--- src/rtl/jt51_lin_dec_if.sv ---
// Operator-path sample bus between the log-sine lookup, the linear decoder and the accumulator.
// The master drives the log-domain sample; the slave returns the signed linear result.
interface jt51_lin_dec_if;
    logic [11:0] logsin;
    logic [9:0]  eg_att;
    logic        sign_in;
    logic        valid_in;
    logic [13:0] lin;
    logic        valid_out;

    modport master (
        output logsin,
        output eg_att,
        output sign_in,
        output valid_in,
        input  lin,
        input  valid_out
    );

    modport slave (
        input  logsin,
        input  eg_att,
        input  sign_in,
        input  valid_in,
        output lin,
        output valid_out
    );
endinterface

--- src/rtl/jt51_lin_dec.sv ---
// Log-to-linear decoder: adds envelope attenuation to the log-sine value, then converts
// the 4.8 log sum to a signed 14-bit linear sample via an exponential ROM and barrel shift.
module jt51_lin_dec (
    input  logic               clk,
    input  logic               rst,
    input  logic               cen,
    jt51_lin_dec_if.slave      bus
);

    // 2^(-1/256) in Q48; entries are built by repeated multiplication at elaboration time
    localparam logic [63:0] EXP_STEP = 64'd280713884160287;

    function automatic logic [10:0] exp_entry(input int k);
        logic [127:0] acc;
        logic [127:0] rnd;
        acc = 128'd1024 << 48;
        for (int i = 0; i < k; i++) begin
            acc = (acc * {64'd0, EXP_STEP}) >> 48;
        end
        rnd = (acc + (128'd1 << 47)) >> 48;
        return rnd[10:0];
    endfunction

    logic [10:0] exp_rom [256];

    for (genvar k = 0; k < 256; k++) begin : g_rom
        localparam logic [10:0] ENTRY = exp_entry(k);
        assign exp_rom[k] = ENTRY;
    end

    logic [12:0] att_s1;
    logic        sign_s1;
    logic        valid_s1;

    logic [10:0] m_s2;
    logic [4:0]  s_s2;
    logic        sign_s2;
    logic        valid_s2;

    logic [13:0] lin_s3;
    logic        valid_s3;

    logic [12:0] mag;
    logic [13:0] lin_next;

    // Shifting the 13-bit mantissa by 13 or more naturally yields zero
    always_comb begin
        mag      = {m_s2, 2'b00} >> s_s2;
        lin_next = sign_s2 ? (14'd0 - {1'b0, mag}) : {1'b0, mag};
    end

    always_ff @(posedge clk) begin
        if (rst) begin
            att_s1   <= 13'd0;
            sign_s1  <= 1'b0;
            valid_s1 <= 1'b0;
            m_s2     <= 11'd0;
            s_s2     <= 5'd0;
            sign_s2  <= 1'b0;
            valid_s2 <= 1'b0;
            lin_s3   <= 14'd0;
            valid_s3 <= 1'b0;
        end else if (cen) begin
            att_s1   <= {1'b0, bus.logsin} + {1'b0, bus.eg_att, 2'b00};
            sign_s1  <= bus.sign_in;
            valid_s1 <= bus.valid_in;
            m_s2     <= exp_rom[att_s1[7:0]];
            s_s2     <= att_s1[12:8];
            sign_s2  <= sign_s1;
            valid_s2 <= valid_s1;
            lin_s3   <= lin_next;
            valid_s3 <= valid_s2;
        end
    end

    assign bus.lin       = lin_s3;
    assign bus.valid_out = valid_s3;

endmodule

--- src/flat_wrapper.sv ---
// flat-port wrapper written by rule: the top's interface ports become plain ports
module jt51_lin_dec_flat 
  (clk, rst, cen, bus_logsin, bus_eg_att, bus_sign_in, bus_valid_in, bus_lin, bus_valid_out);
  jt51_lin_dec_if bus_i ();
  input  logic clk;
  input  logic rst;
  input  logic cen;
  input wire logic [$bits(bus_i.logsin)-1:0] bus_logsin;
  input wire logic [$bits(bus_i.eg_att)-1:0] bus_eg_att;
  input wire logic [$bits(bus_i.sign_in)-1:0] bus_sign_in;
  input wire logic [$bits(bus_i.valid_in)-1:0] bus_valid_in;
  output wire logic [$bits(bus_i.lin)-1:0] bus_lin;
  output wire logic [$bits(bus_i.valid_out)-1:0] bus_valid_out;
  assign bus_i.logsin = bus_logsin;
  assign bus_i.eg_att = bus_eg_att;
  assign bus_i.sign_in = bus_sign_in;
  assign bus_i.valid_in = bus_valid_in;
  assign bus_lin = bus_i.lin;
  assign bus_valid_out = bus_i.valid_out;
  jt51_lin_dec u_core (.clk(clk), .rst(rst), .cen(cen), .bus(bus_i));
endmodule
--- config.mk ---
export PLATFORM = sky130hd
export DESIGN_NAME = jt51_lin_dec_flat
export DESIGN_NICKNAME = d
export VERILOG_FILES = /design/src/rtl/jt51_lin_dec_if.sv /design/src/rtl/jt51_lin_dec.sv /design/src/flat_wrapper.sv
export SDC_FILE = /design/constraint.sdc
export NUM_CORES = 1
export LEC_CHECK = 0
export CORE_MARGIN = 2
export CORE_UTILIZATION = 45
export DETAILED_ROUTE_END_ITERATION = 12
export SYNTH_ARGS = -nofsm -noshare
export SYNTH_HDL_FRONTEND = slang
export SYNTH_SLANG_ARGS = --single-unit
--- constraint.sdc ---
create_clock -name clk -period 3.5 [get_ports clk]
set_input_delay 0.7 -clock clk [delete_from_list [all_inputs] [get_ports clk]]
set_output_delay 0.7 -clock clk [all_outputs]
set_load 0.01 [all_outputs]
# Yosys cells after proc, flatten, opt, wreduce, memory -nomap -nowiden
# Memory sizes are Yosys's and may differ from the RTL's. A register that Yosys moved wholly into a read port is not among the register bits.
# Index checks and enable logic that the tools add are counted.
[word_totals]
register_bits = 37
latchBits = 0
ramBits = 0
romBits = 2816
input_bits = 27
wordCells = 14
n_memories = 1
[mem_list]
columns = ["memory", "words", "word_bits", "rd", "rd_ports_with_merged_regs", "write_ports", "line_no", "source"]
rows = [
  ["(no name shown)", 256, 11, 1, 1, 0, "jt51_lin_dec.sv:67", "m_s2 <= exp_rom[att_s1[7:0]];"],
]
[op_classes]
n_addsub = 2
multipliers = 0
div_mod_pow = 0
n_lt_le_gt_ge = 0
eq_ne = 0
shift = 1
muxes = 1
bitwise = 1
reduce_logical = 0
[op_table]
columns = ["operator", "count"]
rows = [
  ["2-to-1 mux 14 bit", 1],
  ["subtractor 1 x 13 -> 14 bit (first input constant)", 1],
  ["adder 12 x 12 -> 13 bit", 1],
  [">> shifter 13 x 5 -> 13 bit", 1],
  ["NOT 8 -> 9 bit", 1],
]

# Logic depth before layout (Yosys ltp)
# Gate-level depths: netlist (run 1).
[logic_depth]
depth_word = 3
ltp_mapped = 12
mapped_depth_nobuf = 9

# Least setup slack after synthesis (run 1)
# No wires, ideal clock.
[synth_path]
path_type = "register to register"
from = "register u_core.att_s1[1]"
to = "register u_core.m_s2[2]"
setup_time_ns = 0.114
arrival_time_ns = 2.802
t_required_ns = 3.386
path_slack_ns = 0.583
stages_incl_launch_ff = 12
path_buffers = 3
period_less_slack_ns = 2.917
path_cell_list = "dfxtp_1 -> clkbuf_1 -> inv_1 -> ha_1 -> buf_2 -> and2_1 -> clkbuf_1 -> o21ai_0 -> a31oi_1 -> nor2_1 -> mux4_2 -> a2111oi_0"
[synth_between]
elab_chain_cells = 1
[synth_rtl]
columns = ["item", "line_no", "source"]
rows = [
  ["start, declared", "jt51_lin_dec.sv:31", "logic [12:0] att_s1;"],
  ["start signal, assigned", "jt51_lin_dec.sv:64", "att_s1 <= {1'b0, bus.logsin} + {1'b0, bus.eg_att, 2'b00};"],
  ["NOT 8 -> 9 bit (not written as such)", "jt51_lin_dec.sv:67", ""],
  ["end, declared", "jt51_lin_dec.sv:35", "logic [10:0] m_s2;"],
]
# No other way between the ends.
# A chain may end at the register's enable or synchronous reset.

# Worst setup path in the final report (run 1)
[layout_path]
from = "register u_core.s_s2[0]"
to = "register u_core.lin_s3[12], in the netlist u_core.bus.lin[12]"
[layout_between]
elab_chain_cells = 3
[layout_rtl]
columns = ["item", "line_no", "source"]
rows = [
  ["start, declared", "jt51_lin_dec.sv:36", "logic [4:0] s_s2;"],
  ["start signal, assigned", "jt51_lin_dec.sv:68", "s_s2 <= att_s1[12:8];"],
  [">> shifter 13 x 5 -> 13 bit *", "jt51_lin_dec.sv:48", "mag = {m_s2, 2'b00} >> s_s2;"],
  ["subtractor 1 x 13 -> 14 bit", "jt51_lin_dec.sv:49", "lin_next = sign_s2 ? (14'd0 - {1'b0, mag}) : {1'b0, mag};"],
  ["2-to-1 mux 14 bit *", "jt51_lin_dec.sv:49", ""],
  ["end signal, assigned", "jt51_lin_dec.sv:71", "lin_s3 <= lin_next;"],
  ["end, declared", "jt51_lin_dec.sv:40", "logic [13:0] lin_s3;"],
]
# Mark *: on every way between the ends. The rest lies on a longest branch, timed or not.

==> results summary, run 1 <==
The run finished with clean final reports. After detailed routing, the average wire length per cell comes to 17.57 um. The first-pass GRT wire length came out at 24.31 mm.

The total congestion overflow after global routing came out at 0. The net load switching power came out at 809.0 uW. The number of max-capacitance violations reported is 0. The largest vdd supply drop came out at 292.9 uV. The post-synthesis cell count came out at 692. The initial core utilization came out at 45.70%. The number of clock sinks seen by CTS came out at 48. The number of enable-type register cells in the synthesized netlist came out at 0. Counting flops with an async set or reset pin after synthesis yields a share of 0%. The net count after synthesis came out at 745. The core region area came out at 11270 um^2. Summed over all failing endpoints, the final setup total negative slack is 0 ns.

Hold is met by 0.4700 ns. Setup repair after global routing left no endpoint under its margin. The post-synthesis instance area is 5151 um^2. The count of standard-cell rows came out at 39. TritonCTS built the clock tree. The worst clock skew on the final layout came out at 0.006385 ns. STA classifies the critical path endpoint as a flop. The leakage component of the power is 2.113 nW. The vertical die dimension is 111.0 um. The number of distinct library cell variants in the gate-level netlist after synthesis is 75.

The antenna diode instance count came out at 0. Entering global routing, the biggest net connects 58 pins. At the end of routability-driven placement, the weighted congestion stood at 0.9142. At the pin with the least slew margin, the transition time is 1.054 ns. The worst slew margin relative to its limit is 29.63%. The category of cells accounting for the largest share of critical-path delay is multiplexers. Cells with a size suffix above 1 make up 8.934% of the layout. The total internal power came out at 1.327 mW.

The initial DRC count came out at 440. sky130_fd_sc_hd__nor2_1 is the most common cell in the netlist. The total half-perimeter wirelength after legalization and detailed placement came out at 10.50 mm. The initial antenna violation count was 0.

The count of pins over their slew limit is 0. Clock tree synthesis selected as its root buffer the cell sky130_fd_sc_hd__clkbuf_16. The most used flip-flop cell after synthesis is sky130_fd_sc_hd__dfxtp_1.

Walking the worst path, the cells encountered are buf_4, mux4_2, and3b_4, o41ai_4, nand4_1, nor3_2, mux2_1, a311oi_1. The number of global-route vias before repair was 4748. The sum of buffers and inverters on the critical path is 1. The delay of the slowest critical-path stage is 0.57 ns.

Buffers inserted during clock tree synthesis total 5. By area the synthesized netlist is led by sky130_fd_sc_hd__dfxtp_1, sky130_fd_sc_hd__nor2_1, sky130_fd_sc_hd__ha_1, sky130_fd_sc_hd__mux2i_1, sky130_fd_sc_hd__mux4_2. The switching share of power is 37.87%. In the routed design, unresolved DRC markers number 0. Registers take 963.4 um^2.

The slack of the worst reg-to-reg path came out at 0.30 ns. The path type of the worst min-delay path is reg -> reg. Dividing the detail-routed via count by the number of cells gives 6.319. STA puts the critical path data arrival time at 3.40 ns. The critical path class is reg -> reg. The clock network accounts for 26.3% of the total power. The proportion of power drawn by combinational gates came out at 41.5%. The maximum fanout count along the critical path is 17. For this run, the top clock speed supported by timing is 312.4 MHz. The dominant cell type by area after synthesis is sky130_fd_sc_hd__dfxtp_1. The clock transition at the register clock pins on the worst setup and hold paths after CTS is 0.07 ns. Global routing used 23.11% of the available tracks.

The clock reaches the later pin of the worst-skew pair after 0.29 ns. The power per unit of standard cell area is 369.2 nW/um^2. Sequential cells were found to cover 18.65% of the synthesized design area.

The number of setup violations in the final report came out at 0. In this run the post-CTS setup repair buffer count came out at 0. The worst setup path is launched from a flop. For this run, the number of Yosys warnings is 0. The number of hold violations in the final report is 0. On the critical path, the stage with the largest delay is an instance of sky130_fd_sc_hd__mux4_2. Of the post-synthesis cell area, the dominant cell type holds 18.65%.

The net count reported at finish came out at 746. The area added between synthesis and finish is 12.31%. The part of the power in registers is 32.2%.

Ranked by instance count, the synthesized netlist is headed by sky130_fd_sc_hd__nor2_1, sky130_fd_sc_hd__nand2_1, sky130_fd_sc_hd__a21oi_1, sky130_fd_sc_hd__dfxtp_1, sky130_fd_sc_hd__o21ai_0. For the finished layout, the period the worst path requires is 3.201 ns. The die span in x came out at 111.0 um.

In this run the count of I/O pins placed on the die edge is 42. The synthesized area per cell is 7.444 um^2. Before antenna repair, the detailed router went through 5 iterations. The synthesized design contains 48 register bits. The final wirelength is 14.71 mm.

The number of buffers on the longest clock path is 2. The number of levels in the clock H-tree came out at 2. The number of port buffers is 41. The total of fill cells in the finished design is 1104.

The multi-input combinational cell area came out at 3841 um^2. The fraction of the cycle the final worst path needs came out at 91.46%. The overall power after layout came out at 2.136 mW. The count of nets left with antenna violations after detail routing came out at 0.

The required time at the endpoint of the critical path came out at 3.70 ns. The die footprint is 12320 um^2. The total via count after detailed routing is 5289.
[tightest hold or removal path, cell delays in order, from the launching register on]
cell,delay (ns)
sky130_fd_sc_hd__dfxtp_1,0.31
sky130_fd_sc_hd__nand2_1,0.06
sky130_fd_sc_hd__a21oi_1,0.05
[power groups by stage]
stage / combinational [mW] / clock, mW / sequential (mW)
finish: 0.887 / 0.562 / 0.687
global route: 0.976 / 0.593 / 0.695
CTS: 0.878 / 0.567 / 0.684
detailed placement: 0.873 / 0 / 0.696
global placement: 0.866 / 0 / 0.693
floorplan: 0.686 / 0 / 0.643
[placed cells by master, fill, tap and decap left out, drive strengths merged, types with 5 or more instances in the layout]
master	n
nor3	23
a21oi	53
nor2b	14
inv	17
or2	5
o211ai	9
a31oi	14
nand3	10
mux2i	30
and2	7
clkbuf	5
a21o	5
clkdlybuf4s50	39
dfxtp	48
a32oi	5
o21ai	45
mux4	13
xnor2	9
buf	23
nand2	61
o221ai	5
a311oi	5
a211oi	19
nor2	85
nand3b	6
nand4	5
ha	25
nand2b	21
o311ai	11
[layout make-up]
type | instances | share of cell area [%]
clock inverter | 3 | 0.8002
inverter | 16 | 1.038
tap | 143 | 3.093
timing repair buffer | 62 | 9.862
sequential | 48 | 16.65
clock buffer | 5 | 2.163
multi-input combinational | 560 | 66.39
[metal layers]
layer	track usage [%]	part of all wire, %	vias up
li1	-	-	2576
met1	35.43	47	2449
met2	35.30	44	243
met3	2.515	8.2	21
met4	4.083	1.1	0
met5	0	0	-
[kinds of logic after synthesis]
| logic type | share of synthesized area [%] |
|---|---|
| flip-flops | 18.65 |
| adder cells (fa/ha/maj) | 6.655 |
| AO/OA/AOI/OAI | 29.20 |
| buffers and inverters | 6.776 |
| XOR/XNOR | 1.870 |
| multiplexers | 12.46 |
| AND/OR/NAND/NOR | 24.39 |
[path summary, 6_finish.rpt]
| path | cells past startpoint | endpoint | startpoint |
|---|---|---|---|
| max | 8 | u_core.bus.lin[12]$_SDFFE_PP0P_ | u_core.s_s2[0]$_SDFFE_PP0P_ |
| max reg2reg | 8 | u_core.bus.lin[12]$_SDFFE_PP0P_ | u_core.s_s2[0]$_SDFFE_PP0P_ |
| min reg2reg | 2 | u_core.att_s1[9]$_SDFFE_PP0P_ | u_core.att_s1[9]$_SDFFE_PP0P_ |
| min | 2 | u_core.att_s1[9]$_SDFFE_PP0P_ | u_core.att_s1[9]$_SDFFE_PP0P_ |
[stage by stage]
| stage | std cells | utilization (%) | setup slack (ns) | cell area [um^2] |
|---|---|---|---|---|
| floorplan | 692 | - | 0.5835 | 5151 |
| global placement | 829 | 49.79 | 0.4559 | 5613 |
| detailed placement | 829 | 49.79 | 0.2938 | 5613 |
| CTS | 837 | 51.32 | 0.2697 | 5784 |
| global route | 837 | 51.33 | 0.02246 | 5786 |
| finish | 837 | 51.33 | 0.2989 | 5786 |
[flip-flops by register name, summed over array words and instances, names as in the netlist]
name	count
u_core.bus.lin	14
u_core.m_s2	11
u_core.s_s2	5
u_core.sign_s1	1
u_core.valid_s2	1
u_core.valid_s1	1
u_core.att_s1	13
u_core.bus.valid_out	1
u_core.sign_s2	1
[what timing repair did]
action                                  4_1_cts  5_1_grt
hold endpoints to repair                      0        0
endpoints found under the setup margin        0        1
gates resized for setup                       0        1
hold buffers                                  0        0
No activity file was read; power rests on OpenSTA's default activity.
==> run 2: changes to the inputs <==
Settings changed: CORE_MARGIN 2 to 4.
==> results summary, run 2 (same netlist as run 1, synthesis figures left out) <==
The flow ran to the end, and the final reports show no timing, DRC or antenna violations. The core region area is 11030 um^2. Setup repair after global routing left no endpoint under its margin. The transition time at the pin with the least slew margin came out at 0.8416 ns. Relative to the synthesized area, the layout overhead comes to 12.07%.

Buffers inserted during clock tree synthesis total 5. The endpoint of the worst register-to-register path is u_core.bus.lin[12]$_SDFFE_PP0P_. The critical path class is reg -> reg. The number of placed I/O pins is 42. The hold path depth is 2. Counting every sink on the clock net gives 48. The library cell used most frequently in the layout, excluding fill and tap cells, is sky130_fd_sc_hd__nor2_1. The library cells used most frequently in the layout, excluding fill and tap cells, are sky130_fd_sc_hd__nor2_1, sky130_fd_sc_hd__nand2_1, sky130_fd_sc_hd__a21oi_1, sky130_fd_sc_hd__dfxtp_1, sky130_fd_sc_hd__o21ai_0. The number of antenna diodes in the final layout is 0. The final wirelength is 15.08 mm.

After filler insertion, the fill cell instance count of the layout stands at 1120. The total half-perimeter wirelength after legalization and detailed placement is 11.07 mm. For flop-to-flop paths, the worst setup slack is 0.26 ns. The initial antenna violation count is 0.

Entering global routing, the biggest net connects 57 pins. The post-cts sizing count came out at 0. The total via count after detailed routing is 5376. STA classifies the critical path endpoint as a flop. The initial utilization of the core area, before any placement, comes to 46.70%. The final worst-path setup slack is 0.2613 ns. The die footprint is 13220 um^2.

The worst slew margin relative to its limit is 43.82%. The number of hold violations in the final report came out at 0. For hold timing, the worst endpoint is u_core.att_s1[9]$_SDFFE_PP0P_. The average routed wire per standard cell came out at 18.10 um. In this run the worst hold path is classified as reg -> reg. The number of flip-flops in the largest register came out at 14. The analysis attributes to cell leakage a power of 2.108 nW. The number of setup violations in the final report came out at 0. The worst register-to-register path begins at u_core.s_s2[1]$_SDFFE_PP0P_.

The remaining design rule violation count is 0. After clock tree synthesis, the clock-pin slew on the worst setup and hold paths is 0.07 ns. The via density per instance is 6.454. The worst clock skew on the final layout is 0.003696 ns. The power per unit of standard cell area came out at 369.3 nW/um^2. The count of standard-cell rows came out at 38.

The fraction of the cycle the final worst path needs is 92.54%. The count of pins over their slew limit came out at 0. The endpoint arrival time on the critical path came out at 3.43 ns. For this run, the top clock speed supported by timing is 308.8 MHz.

The post-layout minimum cycle time came out at 3.239 ns. The vertical die dimension is 115.0 um. In the final timing run, aggregate negative setup slack is 0 ns. The detail route stage leaves a number of antenna-violating nets equal to 0. The required time at the endpoint of the critical path is 3.70 ns.

The length in cells of the worst reg-to-reg path came out at 8. The maximum fanout count along the critical path is 18. Clock tree synthesis selected as its root buffer the cell sky130_fd_sc_hd__clkbuf_16. Hold repair after CTS inserted 0 buffers.

The insertion delay to the later sink of the worst-skew pair came out at 0.29 ns. The number of detailed-route iterations in the first pass came out at 5. The nature of the critical path startpoint is a flop. The number of levels in the clock H-tree came out at 2.

VDD sags by at most 259.8 uV. The first global-routing pass estimated 25.05 mm of wire. Counting along the longest clock path gives a buffer depth of 2. Before CTS, the worst setup slack after placement is 0.3332 ns. The proportion of layout cells with a drive suffix above 1 came out at 8.658%. For this run, the total global-route usage over all layers was measured as 22.91%. The global placement routability congestion came out at 0.9047. The number of max-capacitance violations reported is 0. The net count reported at finish is 745. In this run, the number of DRC markers left after iteration 0 of detailed routing was 419. TritonCTS built the clock tree.

The die span in x came out at 115.0 um. The number of port buffers came out at 41. Once the clock tree was built, the setup fixing pass inserted 0 buffers. The number of global-route vias before repair is 5020. The total overflow left after global routing is 0. In this run the most critical hold path is launched from u_core.att_s1[9]$_SDFFE_PP0P_.
## run 2: cell types whose count changed in the layout (fill, tap and decap cells not counted), sizes merged
cell / change
buf: -1
## run 2: final cells by class
cell class	instances	area (um^2)	area share (%)
Clock buffer	5	125.1	2.167
Clock inverter	3	46.29	0.8019
Sequential cell	48	962.2	16.67
Timing Repair Buffer	61	563.0	9.753
Multi-Input combinational cell	560	3841	66.54
Tap cell	140	175.2	3.034
Inverter	16	60.06	1.040
## run 2: power breakdown
group          internal (mW)  leakage (nW)  switching, mW
sequential             0.595         0.395         0.0848
clock                  0.340        0.0804          0.214
combinational          0.392          1.63          0.507
## run 2: per-layer routing
layer  wire (um)  track usage, %
met4          98           3.756
met1        7110           34.58
met2        6713           34.49
met5           0               0
met3        1154           4.211
## run 2: how the worst max path moves through the flow
| stage | end | from | slack, ns |
|---|---|---|---|
| global placement | u_core.att_s1[12]$_SDFFE_PP0P_ | bus_eg_att[0] | 0.47 |
| finish | u_core.bus.lin[12]$_SDFFE_PP0P_ | u_core.s_s2[1]$_SDFFE_PP0P_ | 0.26 |
| floorplan | u_core.m_s2[2]$_SDFFE_PP0P_ | u_core.att_s1[1]$_SDFFE_PP0P_ | 0.58 |
| CTS | u_core.bus.lin[12]$_SDFFE_PP0P_ | u_core.s_s2[1]$_SDFFE_PP0P_ | 0.31 |
| detailed placement | u_core.bus.lin[12]$_SDFFE_PP0P_ | u_core.s_s2[1]$_SDFFE_PP0P_ | 0.33 |
| global route | u_core.bus.lin[12]$_SDFFE_PP0P_ | u_core.s_s2[1]$_SDFFE_PP0P_ | 0.02 |
## run 2: critical path, cell delays in order, from the launching register on
cell	delay, ns
sky130_fd_sc_hd__dfxtp_1	0.73
sky130_fd_sc_hd__buf_4	0.28
sky130_fd_sc_hd__mux2_1	0.35
sky130_fd_sc_hd__nand2b_1	0.15
sky130_fd_sc_hd__a32oi_1	0.46
sky130_fd_sc_hd__nand4_1	0.28
sky130_fd_sc_hd__nor3_2	0.26
sky130_fd_sc_hd__mux2_1	0.36
sky130_fd_sc_hd__a311oi_1	0.27
## run 2: through the flow
stage | hold slack, ns | util (%) | std cells | cell area (um^2) | power [mW]
3_3_place_gp | 0.4685 | 50.78 | 825 | 5602 | 1.562
2_1_floorplan | 0.4407 | - | 692 | 5151 | 1.329
5_1_grt | 0.5134 | 52.34 | 833 | 5773 | 2.270
4_1_cts | 0.4827 | 52.34 | 833 | 5773 | 2.133
6_report | 0.4828 | 52.34 | 833 | 5773 | 2.132
3_5_place_dp | 0.4731 | 50.78 | 825 | 5602 | 1.577
